### src/rtl/i2s_tx.sv
// I2S master transmitter: double-buffers a signed L/R sample pair and shifts it out
// as BCLK/LRCK/SDATA, with BCLK and LRCK derived from clk.
// Define I2S_TX_LEFT_JUST_EN for left-justified timing (no one-BCLK data delay);
// the default build uses standard I2S timing.
module i2s_tx #(
    parameter int unsigned CLK_DIV = 4,
    parameter int unsigned WIDTH   = 16
) (
    input  logic             clk,
    input  logic             reset_n,
    input  logic             in_stb,
    input  logic [WIDTH-1:0] in_l,
    input  logic [WIDTH-1:0] in_r,
    output logic             i2s_bclk,
    output logic             i2s_lrck,
    output logic             i2s_data,
    output logic             frame_stb,
    output logic             underrun
);

    localparam int unsigned DivW   = (CLK_DIV > 1) ? $clog2(CLK_DIV) : 1;
    localparam int unsigned SlotW  = (WIDTH > 1) ? $clog2(2 * WIDTH) : 1;
    localparam int unsigned FrameW = 2 * WIDTH;

    localparam logic [DivW-1:0]  DivLast  = DivW'(CLK_DIV - 1);
    localparam logic [SlotW-1:0] SlotLast = SlotW'(FrameW - 1);
    localparam logic [SlotW-1:0] SlotHalf = SlotW'(WIDTH);

    logic [DivW-1:0]   div_q, div_d;
    logic              bclk_q, bclk_d;
    logic [SlotW-1:0]  slot_q, slot_d;
    logic              lrck_q, lrck_d;
    logic              data_q, data_d;
    logic              frame_stb_q, frame_stb_d;
    logic              underrun_q, underrun_d;
    logic [WIDTH-1:0]  hold_l_q, hold_l_d;
    logic [WIDTH-1:0]  hold_r_q, hold_r_d;
    logic              fresh_q, fresh_d;
    logic [FrameW-1:0] shift_q, shift_d;

    logic              tick;
    logic              fall;
    logic              load;
    logic [FrameW-1:0] next_frame;

    // Divider, slot sequencing, holding buffer and serializer next-state
    always_comb begin
        tick = (div_q == DivLast);
        fall = tick & bclk_q;
        load = fall & (slot_q == SlotLast);
        // A strobe landing on the load cycle bypasses the holding regs straight into the shifter
        next_frame = in_stb ? {in_l, in_r} : {hold_l_q, hold_r_q};

        div_d       = tick ? '0 : div_q + 1'b1;
        bclk_d      = tick ? ~bclk_q : bclk_q;
        slot_d      = slot_q;
        lrck_d      = lrck_q;
        data_d      = data_q;
        shift_d     = shift_q;
        hold_l_d    = hold_l_q;
        hold_r_d    = hold_r_q;
        fresh_d     = fresh_q;
        frame_stb_d = load;
        underrun_d  = load & ~fresh_q & ~in_stb;

        if (in_stb) begin
            hold_l_d = in_l;
            hold_r_d = in_r;
            fresh_d  = 1'b1;
        end
        if (load) begin
            fresh_d = 1'b0;
        end

        if (fall) begin
            slot_d = load ? '0 : slot_q + 1'b1;
            lrck_d = (slot_d >= SlotHalf);
            if (load) begin
`ifdef I2S_TX_LEFT_JUST_EN
                data_d  = next_frame[FrameW-1];
                shift_d = {next_frame[FrameW-2:0], 1'b0};
`else
                // Slot 0 still carries the previous right-word LSB
                data_d  = shift_q[FrameW-1];
                shift_d = next_frame;
`endif
            end else begin
                data_d  = shift_q[FrameW-1];
                shift_d = {shift_q[FrameW-2:0], 1'b0};
            end
        end
    end

    // State registers
    always_ff @(posedge clk or negedge reset_n) begin
        if (!reset_n) begin
            div_q       <= '0;
            bclk_q      <= 1'b0;
            slot_q      <= '0;
            lrck_q      <= 1'b0;
            data_q      <= 1'b0;
            frame_stb_q <= 1'b0;
            underrun_q  <= 1'b0;
            hold_l_q    <= '0;
            hold_r_q    <= '0;
            fresh_q     <= 1'b0;
            shift_q     <= '0;
        end else begin
            div_q       <= div_d;
            bclk_q      <= bclk_d;
            slot_q      <= slot_d;
            lrck_q      <= lrck_d;
            data_q      <= data_d;
            frame_stb_q <= frame_stb_d;
            underrun_q  <= underrun_d;
            hold_l_q    <= hold_l_d;
            hold_r_q    <= hold_r_d;
            fresh_q     <= fresh_d;
            shift_q     <= shift_d;
        end
    end

    // Registered outputs
    always_comb begin
        i2s_bclk  = bclk_q;
        i2s_lrck  = lrck_q;
        i2s_data  = data_q;
        frame_stb = frame_stb_q;
        underrun  = underrun_q;
    end

endmodule

### config.mk
export PLATFORM = sky130hd
export DESIGN_NAME = i2s_tx
export DESIGN_NICKNAME = d
export VERILOG_FILES = /design/src/rtl/i2s_tx.sv
export SDC_FILE = /design/constraint.sdc
export NUM_CORES = 1
export LEC_CHECK = 0
export CAP_MARGIN = 20
export CORE_UTILIZATION = 40
export CTS_CLUSTER_SIZE = 24
export DETAILED_ROUTE_END_ITERATION = 16
export HOLD_SLACK_MARGIN = 0.03
export PLACE_DENSITY = 0.67
export REMOVE_ABC_BUFFERS = 1
export SLEW_MARGIN = 20
export SYNTH_ARGS = -nofsm -noshare
export SYNTH_HDL_FRONTEND = slang
export SYNTH_SLANG_ARGS = --single-unit
### constraint.sdc
create_clock -name clk -period 2.3 [get_ports clk]
set_input_delay 0.46 -clock clk [delete_from_list [all_inputs] [get_ports clk]]
set_output_delay 0.46 -clock clk [all_outputs]
set_load 0.03 [all_outputs]
# --- Word level (Yosys, flattened, before mapping) ---
# Index checks and enable logic that the tools add are counted.
totals:
  reg_bits: 77
  input_bits: 35
  output_inout_bits: 5
  word_cells: 30
op_classes:
  addsub: 2
  magnitude_cmp: 1
  n_eq_ne: 2
  muxes: 6
  bitwise_logic: 7
  reduce_logical: 1
ops:
  columns: ["operator", "count"]
  rows:
  - ["two-way mux 32 bit", 2]
  - ["adder 5 x 1 -> 5 bit, second input constant", 1]
  - ["equality test 5 bit, second input constant", 1]
  - ["greater-or-equal comparator 5 bit, second input constant", 1]
  - ["two-way mux 5 bit", 1]
  - ["AND 1 bit", 4]
  - ["NOT 1 bit", 3]
  - ["adder 2 x 1 -> 2 bit, second input constant", 1]
  - ["equality test 2 bit, second input constant", 1]
  - ["two-way mux 1 bit", 2]
  - ["two-way mux 2 bit", 1]
  - ["nonzero test 2 bit", 1]

# --- Depth between registers and ports, before layout ---
depth:
  depth_word: 5
  depth_mapped: 7
  depth_no_buf: 5

# --- Worst setup path after synthesis ---
# No wires, ideal clock.
synth_path:
  path_type: "register -> register"
  startpoint: "register slot_q[0]"
  endpoint: "register shift_q[24]"
  setup_ps: 136
  t_arrival_ps: 1456
  required_ps: 2164
  slack_ps: 709
  stages_incl_launch_ff: 8
  n_path_buf: 2
  synth_period_minus_slack_ps: 1591
  path_cell_list: "dfrtp_1 -> ha_1 -> and3_1 -> ha_1 -> buf_2 -> buf_4 -> mux2i_1 -> o21ai_0"
synth_between:
  elab_chain_len: 3
synth_rtl:
  columns: ["element", "line_no", "text"]
  rows:
  - ["start, declared", "31", "logic [SlotW-1:0] slot_q, slot_d;"]
  - ["start signal, assigned", "111", "slot_q <= slot_d;"]
  - ["equality test 5 bit", "50", "load = fall & (slot_q == SlotLast);"]
  - ["AND 1 bit", "50", null]
  - ["two-way mux 32 bit", "78", "if (load) begin"]
  - ["end signal, assigned", "119", "shift_q <= shift_d;"]
  - ["end, declared", "39", "logic [FrameW-1:0] shift_q, shift_d;"]
# Every way passes these cells.
# A chain may end at the register's enable or synchronous reset.

# --- Final worst setup path ---
layout_path:
  startpoint: "register bclk_q (netlist: i2s_bclk)"
  endpoint: "output port i2s_bclk"
layout_rtl:
  columns: ["element", "line_no", "text"]
  rows:
  - ["start, declared", "30", "logic bclk_q, bclk_d;"]
  - ["start signal, assigned", "110", "bclk_q <= bclk_d;"]
  - ["end, declared", "14", "output logic i2s_bclk,"]
# No word-level cell between the ends.

==> reports/results.tsv <==
stage	metric	value	unit
status	outcome	complete, no violations	
yosys	Yosys Warn Count	0	
floorplan	Die X	92.50	um
floorplan	initial core utilization	0.4196	
placed_design	post-place instance area	0.003732	mm2
global_routing	vias in the first global route	1958	
critical_path	kind of critical path	register to primary output	
yosys	mapped cell area	0.003276	mm2
layout	most frequent cells in the layout	76 x dfrtp_1, 37 x clkdlybuf4s50_1, 33 x nand2_1	
timing	Period Utilization, post-route	0.8409	
drt	Via density	4.768	
yosys	Synth top area share	0.5806	
critical_path	Register-to-Register Path Depth	6	
yosys	count of cell types in the netlist	29	
timing	Max Clk Rate	517.0	MHz
yosys	Yosys top cell by area	dfrtp_1	
critical_path	start point of the critical path	i2s_bclk$_DFFE_PN0N_	
clocking	hold buffer count at cts	0	
clocking	H-tree levels	3	
layout	Synth-to-Final Area Change	20.70	%
clocking	CTS tree	built	
min_path	HP Class	input pin to async pin	
timing	fin worst setup slack	0.3658	ns
critical_path	reg2reg setup slack	0.62	ns
clocking	clock slew at reported path FFs	0.07	ns
critical_path	Worst EP required	1.84	ns
timing	measured slew at the worst slew-check pin	0.5361	ns
layout	final instance area	0.003954	mm2
global_routing	total grt overflow	0	
yosys	Mapped Avg Cell Area	13.42	um2
critical_path	Worst R2R End	shift_q[15]$_DFFE_PN0P_	
placed_design	Placer Congestion	0.6561	
placed_design	DP Wirelength	3241	um
layout	Total Nets Final	323	
timing	Final Setup Violations	0	
critical_path	CP delay by family, top	buffers and inverters	
critical_path	CP Cell Sequence	clkdlybuf4s50_1	
timing	RSZ-0062 raised after global routing	false	
global_routing	All-Layer GR Usage	0.1384	
floorplan	overall die height	92.50	um
yosys	Syn Inst Count	244	
yosys	Synth area leaders	dfrtp_1 58%, mux2_4 13%, mux2i_1 9.5%	
critical_path	Critical Path AT	1.47	ns
drt	WL/cell	13.03	um
timing	crit path time final	1.934	ns
yosys	Seq cells post-synth	76	
critical_path	Largest stage delay, worst path	0.70	ns
layout	Finished Core Util	0.5064	
layout	Antenna diodes	0	
drt	drt pass-1 iters	4	
clocking	clk buf depth	2	
floorplan	num ports	40	
clocking	worst skew pair latency	0.34	ns
power_and_ir_drop	Total Power	2.703	mW
power_and_ir_drop	Peak VDD IR	0.2471	mV
job	MaxCap Viol Count	0	
floorplan	Placeable Area	0.007807	mm2
timing	Hold WS	0.08567	ns
drt	final WL	5109	um
critical_path	FF-to-FF Start	slot_q[0]$_DFFE_PN0P_	
global_routing	initial antenna violation count	0	
critical_path	Crit Path Max Fanout	5	
critical_path	Critical Path Sink Type	primary output	
critical_path	slowest CP cell	clkdlybuf4s50_1	
layout	leading cell type in the layout, fill and taps excluded	dfrtp_1	
timing	Slew headroom	0.6426	
clocking	cts repair resizes	0	
yosys	sequential-to-total area share from yosys stat	0.5806	
global_routing	first-pass GRT wire length	9032	um
clocking	count of clock tree sinks	76	
placed_design	Place WS	0.6136	ns
clocking	Root Buffer	clkbuf_8	
floorplan	Die ar.	0.008555	mm2
drt	Final ANT Viol Nets	0	
timing	Slew Limit Fails	0	
clocking	post-CTS setup buffers	0	
global_routing	largest net degree at the start of global routing	42	
layout	layout cell share with drive strength beyond 1	0.2069	
drt	DR iter-0 viols	72	
power_and_ir_drop	Leak	1.770	nW
clocking	CTS buffer count	9	
timing	Final Hold Violating Endpoints	0	
critical_path	CP bufs+invs	1	
timing	Worst Skew	0.008287	ns
drt	via count	1869	
drt	drt drc	0	
floorplan	row count	32	
placed_design	Buffers on Ports	39	
power_and_ir_drop	PD cells	683.5	mW/mm2
critical_path	Startpoint Class	register	
cell usage after synthesis (all sizes together):
| cell type | count |
|---|---|
| nor2 | 3 |
| o21ai | 33 |
| and2 | 1 |
| nand3 | 1 |
| a221o | 1 |
| nor2b | 1 |
| and3 | 2 |
| nand2 | 34 |
| and4b | 1 |
| a22o | 1 |
| nor3 | 1 |
| xor2 | 1 |
| dfrtp | 76 |
| mux2i | 31 |
| a21o | 1 |
| ha | 3 |
| nor4 | 1 |
| a21oi | 1 |
| mux2 | 34 |
| inv | 1 |
| buf | 9 |
| nand2b | 1 |
| clkbuf | 6 |
state kept, by name (all words and copies together) (netlist names):
signal     cells
shift_q       32
hold_l_q      16
hold_r_q      16
slot_q         5
div_q          2
frame_stb      1
fresh_q        1
i2s_bclk       1
i2s_data       1
underrun       1
where the power goes:
part | total (mW) | internal [mW] | switching (mW)
registers | 1.41 | 1.39 | 0.0148
logic | 0.220 | 0.139 | 0.0807
clock network | 1.08 | 0.618 | 0.459
total | 2.70 | 2.15 | 0.555
cell families after synthesis:
| family | Yosys count | share of synthesized area |
|---|---|---|
| simple gates | 46 | 0.06074 |
| buf+inv | 16 | 0.03972 |
| fa+ha+maj | 3 | 0.01146 |
| flops | 76 | 0.5806 |
| xor+xnor | 1 | 0.002674 |
| compound gates | 37 | 0.05997 |
| mux | 65 | 0.2448 |
worst max-delay path by stage:
stage	endpoint	cells past startpoint	slack [ns]
global placement	shift_q[18]$_DFFE_PN0P_	6	0.65
CTS	i2s_bclk	1	0.33
global route	i2s_bclk	1	0.30
detailed placement	shift_q[30]$_DFFE_PN0P_	6	0.61
floorplan	slot_q[3]$_DFFE_PN0P_	5	-0.15
finish	i2s_bclk	1	0.37
cell type report:
cell class              count  area, um2
clock buffers              13      178.9
flip-flops and latches     76       1902
well taps                 102      127.6
multi-input cells         152       1246
fillers                   679       3854
repair buffers             45      452.9
clock inverters             3      42.54
inverters                   1      3.754
metal layers:
layer	global-route usage	part of all wire
met5	0	0
met1	0.1912	0.51
met2	0.1957	0.43
met4	0.06250	0.018
met3	0.04680	0.049
metrics by stage:
stage / setup TNS [ns] / std cells
after global routing: 0 / 392
final: 0 / 392
after floorplan: -2.658 / 229
after global placement: 0 / 376
after detailed placement: 0 / 376
after CTS: 0 / 392
Note: power is estimated with default switching activity, not from simulation.
